**config.mk**
```make
export PLATFORM = sky130hd
export DESIGN_NAME = code_group_decoder
export DESIGN_NICKNAME = d
export VERILOG_FILES = /design/src/rtl/code_dec_pkg.sv /design/src/rtl/onehot_popcount.sv /design/src/rtl/code_group_decoder.sv
export SDC_FILE = /design/constraint.sdc
export NUM_CORES = 1
export LEC_CHECK = 0
export ABC_AREA = 1
export CAP_MARGIN = 10
export CELL_PAD_IN_SITES_DETAIL_PLACEMENT = 1
export CELL_PAD_IN_SITES_GLOBAL_PLACEMENT = 1
export CORE_ASPECT_RATIO = 1.4
export CORE_MARGIN = 4
export CORE_UTILIZATION = 39
export CTS_CLUSTER_SIZE = 14
export DETAILED_ROUTE_END_ITERATION = 8
export PLACE_DENSITY_LB_ADDON = 0.3
export REMOVE_ABC_BUFFERS = 1
export SLEW_MARGIN = 40
export SYNTH_ARGS = -nofsm -noshare
export SYNTH_HDL_FRONTEND = slang
export SYNTH_SLANG_ARGS = --single-unit
```
**constraint.sdc**
```tcl
create_clock -name clk -period 3.3 [get_ports clk]
set_clock_uncertainty 0.15 [all_clocks]
set_input_delay 0.33 -clock clk [delete_from_list [all_inputs] [get_ports clk]]
set_output_delay 0.33 -clock clk [all_outputs]
set_load 0.01 [all_outputs]
```
**src/rtl/code_dec_pkg.sv**
```systemverilog
// Shared definitions for the code-group decoder: default code width,
// output width derivation and the two-state FSM encoding.
package code_dec_pkg;

   localparam int CODE_W_DEF = 3;

   function automatic int out_width(input int code_w);
      return 1 << code_w;
   endfunction

   typedef enum logic {
      COLLECT = 1'b0,
      EMIT    = 1'b1
   } state_e;

endpackage

```
**src/rtl/onehot_popcount.sv**
```systemverilog
// Combinational population count of an OUT_W-bit vector into a CNT_W-bit result.
module onehot_popcount #(
   parameter int OUT_W = 8,
   parameter int CNT_W = 4
) (
   input  logic [OUT_W-1:0] vec,
   output logic [CNT_W-1:0] count
);

   always_comb begin
      count = '0;
      for (int i = 0; i < OUT_W; i++) begin
         count = count + CNT_W'(vec[i]);
      end
   end

endmodule

```
**src/rtl/code_group_decoder.sv**
```systemverilog
// Rebuilds bit vectors from a valid/ready stream of codes, either one code per
// word (single mode) or OR-ed across an in_last-terminated group (accumulate mode).
module code_group_decoder
   import code_dec_pkg::*;
#(
   parameter  int CODE_W = CODE_W_DEF,
   localparam int OUT_W  = out_width(CODE_W)
) (
   input  logic              clk,
   input  logic              rst_n,
   input  logic              in_valid,
   output logic              in_ready,
   input  logic [CODE_W-1:0] in_code,
   input  logic              in_last,
   input  logic              acc_en,
   output logic              out_valid,
   input  logic              out_ready,
   output logic [OUT_W-1:0]  out_vec,
   output logic [CODE_W:0]   out_count,
   output logic              out_dup
);

   state_e             state_q, state_d;
   logic [OUT_W-1:0]   mask_q, mask_d;
   logic               dup_q, dup_d;
   logic               first_q, first_d;
   logic               grp_acc_q, grp_acc_d;
   logic [OUT_W-1:0]   out_vec_q, out_vec_d;
   logic [CODE_W:0]    out_count_q, out_count_d;
   logic               out_dup_q, out_dup_d;

   logic               accept;
   logic               first_beat;
   logic               grp_mode;
   logic               grp_done;
   logic               hit;
   logic [OUT_W-1:0]   code_bit;
   logic [OUT_W-1:0]   merged;
   logic [CODE_W:0]    merged_count;

   // Ready depends only on state and downstream ready, never on in_valid.
   assign in_ready   = rst_n & ((state_q == COLLECT) | out_ready);
   assign accept     = in_valid & in_ready;

   assign code_bit   = OUT_W'(1) << in_code;
   assign hit        = |(mask_q & code_bit);
   assign merged     = mask_q | code_bit;
   assign first_beat = first_q & (mask_q == '0);
   assign grp_mode   = first_beat ? acc_en : grp_acc_q;
   assign grp_done   = ~grp_mode | in_last;

   onehot_popcount #(
      .OUT_W (OUT_W),
      .CNT_W (CODE_W + 1)
   ) u_popcount (
      .vec   (merged),
      .count (merged_count)
   );

   always_comb begin
      state_d     = state_q;
      mask_d      = mask_q;
      dup_d       = dup_q;
      first_d     = first_q;
      grp_acc_d   = grp_acc_q;
      out_vec_d   = out_vec_q;
      out_count_d = out_count_q;
      out_dup_d   = out_dup_q;

      if (state_q == EMIT && out_ready) begin
         state_d = COLLECT;
      end

      // A beat taken in EMIT means the pending result is leaving this cycle.
      if (accept) begin
         if (first_beat) begin
            grp_acc_d = acc_en;
         end
         if (grp_done) begin
            out_vec_d   = merged;
            out_count_d = merged_count;
            out_dup_d   = dup_q | hit;
            mask_d      = '0;
            dup_d       = 1'b0;
            first_d     = 1'b1;
            state_d     = EMIT;
         end else begin
            mask_d      = merged;
            dup_d       = dup_q | hit;
            first_d     = 1'b0;
            state_d     = COLLECT;
         end
      end
   end

   always_ff @(posedge clk or negedge rst_n) begin
      if (!rst_n) begin
         state_q     <= COLLECT;
         mask_q      <= '0;
         dup_q       <= 1'b0;
         first_q     <= 1'b1;
         grp_acc_q   <= 1'b0;
         out_vec_q   <= '0;
         out_count_q <= '0;
         out_dup_q   <= 1'b0;
      end else begin
         state_q     <= state_d;
         mask_q      <= mask_d;
         dup_q       <= dup_d;
         first_q     <= first_d;
         grp_acc_q   <= grp_acc_d;
         out_vec_q   <= out_vec_d;
         out_count_q <= out_count_d;
         out_dup_q   <= out_dup_d;
      end
   end

   assign out_valid = (state_q == EMIT);
   assign out_vec   = out_vec_q;
   assign out_count = out_count_q;
   assign out_dup   = out_dup_q;

endmodule
```
==> results.json <==
{
  "min_period_ns": 3.15,
  "cts.root.buffer_cell": "clkbuf_8",
  "drive_gt1_share_pct": 20.0,
  "grt_pass1_wl_microns": 6800,
  "layout_common_cells": "nand3_1, nand2_1, dfrtp_1, nor2_1, clkdlybuf4s50_1",
  "p_per_area_nw_per_um2": 631,
  "cts.path.max_buffers": 2,
  "preCtsSetupSlack_ns": -0.530,
  "coreArea_sq_um": 3610,
  "vias": 1376,
  "grt_usage_pct": 18.2,
  "synth_cell_type_count": 23,
  "syn_avg_cell_area_sq_um": 8.09,
  "die_x_microns": 59.6,
  "vdd.ir_drop.worst_mv": 0.341,
  "ant_nets": 0,
  "drtIter0Drc": 27,
  "finalHoldViolCount": 0,
  "post_cts_buffers": 0,
  "tns_ns": 0,
  "avgViaCountPerCell": 5.35,
  "routed_wirelength_microns": 3910,
  "synth-seq-cells": 25,
  "power_leakage_nw": 0.970,
  "grt_pass1_vias": 1487,
  "clk_pin_slew_ns": 0.10,
  "cts_buffers": 3,
  "dp_hpwl_microns": 3030,
  "maxCapViolCount": 0,
  "port_buffers": 23,
  "ys_seq_area_share_pct": 43.0,
  "relSlewSlack_pct": 50.0,
  "num_antenna_cells": 0,
  "run_status": "complete, no violations",
  "hold_buffers": 0,
  "routedWlPerCell_microns": 15.2,
  "antenna_found_initial": 0,
  "die_area_sq_um": 4790,
  "mostFrequentLayoutCell": "nand3_1",
  "clk_latency_ns": 0.27,
  "grt_max_degree": 26,
  "hold_path_class": "in -> async",
  "critPathLaunchType": "flip-flop",
  "initial_core_util_pct": 40.3,
  "cts_sinks": 25,
  "area.growth.synth_to_final_pct": 31.0,
  "htree_num_levels": 1,
  "cts_tree": "yes",
  "num-nets-final": 232,
  "grt_overflow": 0,
  "critical_path_required_ns": 3.37,
  "worst_slew_pin_slew_ns": 0.748,
  "setup_viol": 0,
  "drc": 0,
  "path_class": "reg -> reg",
  "synth_area_sq_um": 1460,
  "layout_setup_ws_ns": 0.150,
  "period_share_pct": 95.5,
  "drv_slew": 0,
  "max_freq_mhz": 317,
  "die_h_microns": 80.3,
  "io_pins": 24,
  "worstPathMaxFanout": 3,
  "crit_arrival_ns": 3.22,
  "cp-end-kind": "flip-flop",
  "first_pass_iters": 4,
  "ys_warn_count": 0,
  "gp_congestion": 0.910,
  "num_rows": 26,
  "syn_inst": 180
}
[final cells by class]
class                   count  area, sq um
fillers                   457         1700
multi-input cells         128          766
flip-flops and latches     25          627
repair buffers             38          339
inverters                  20         75.1
well taps                  42         52.6
clock buffers               3         41.3
clock inverters             1         7.51
[per-layer routing]
metal	share of wire, %	GRT usage, %
met1	39	20.3
met3	3.0	1.93
met4	1.3	4.88
met2	57	34.8
met5	0	0
[critical path, cell delays in order, from the launching register on]
cell	delay, ns
dfrtp_1	0.39
inv_1	0.14
nand2_4	0.09
ha_4	0.24
fa_1	0.47
fa_1	0.51
fa_2	0.41
inv_1	0.07
fa_1	0.41
inv_1	0.07
nand3_1	0.07
nand2_1	0.09
[stage by stage]
step	instance area, sq um	instances	hold slack (ns)	util [%]	power [W]
final	1910	257	0.353	52.8	0.00120
after global routing	1910	257	0.385	52.8	0.00131
after CTS	1880	257	0.355	52.1	0.00121
after detailed placement	1810	253	0.337	50.0	0.00101
after global placement	1810	253	0.330	50.0	0.000972
after floorplan	1410	173	-0.116	-	0.000759
[power by group]
part           internal (W)  total, W  switching (W)
clock             0.0000857  0.000192       0.000107
combinational      0.000269  0.000565       0.000295
sequential         0.000391  0.000447      0.0000562
total              0.000746   0.00120       0.000458
[cells by family after synthesis]
| group | synth area share, % |
|---|---|
| compound gates | 4.12 |
| xor+xnor | 0.601 |
| fa+ha+maj | 8.08 |
| buf+inv | 8.25 |
| flops | 43.0 |
| simple gates | 35.9 |
[synthesized netlist by cell type, drive strengths merged]
cell type,n,area [sq um]
or2,6,37.5
o21a,1,7.51
inv,20,75.1
fa,4,80.1
nor3,5,25.0
nand3,34,183
o21ai,2,10.0
a31oi,2,12.5
dfstp,1,26.3
dfrtp,24,601
nor2,23,88.8
a21oi,6,30.0
xnor2,1,8.76
ha,3,37.5
nand2,34,133
nand4,6,37.5
nor3b,1,18.8
buf,7,45.0
[flip-flops by register name, summed over array words and instances, names as in the netlist]
signal     flops
out_vec        8
out_valid      1
dup_q          1
mask_q         8
grp_acc_q      1
out_dup        1
out_count      4
first_q        1
[worst paths after layout]
| check | slack, ns | from | cells past startpoint | to |
|---|---|---|---|---|
| min in group clk | 0.35 | first_q | 2 | first_q |
| max in group asynchronous | 2.34 | rst_n | 2 | first_q |
| max | 0.15 | mask_q[1] | 11 | out_count[1] |
| min | 0.35 | rst_n | 2 | out_count[3] |
| min reg2reg | 0.35 | first_q | 2 | first_q |
| max reg2reg | 0.15 | mask_q[1] | 11 | out_count[1] |
[repair_timing]
action	4_1_cts	5_1_grt
gates resized for setup	8	11
endpoints found under the setup margin	2	2
cloned	0	0
hold endpoints to repair	0	0
pin swaps	4	5
Power figures use the tool's default switching activity.
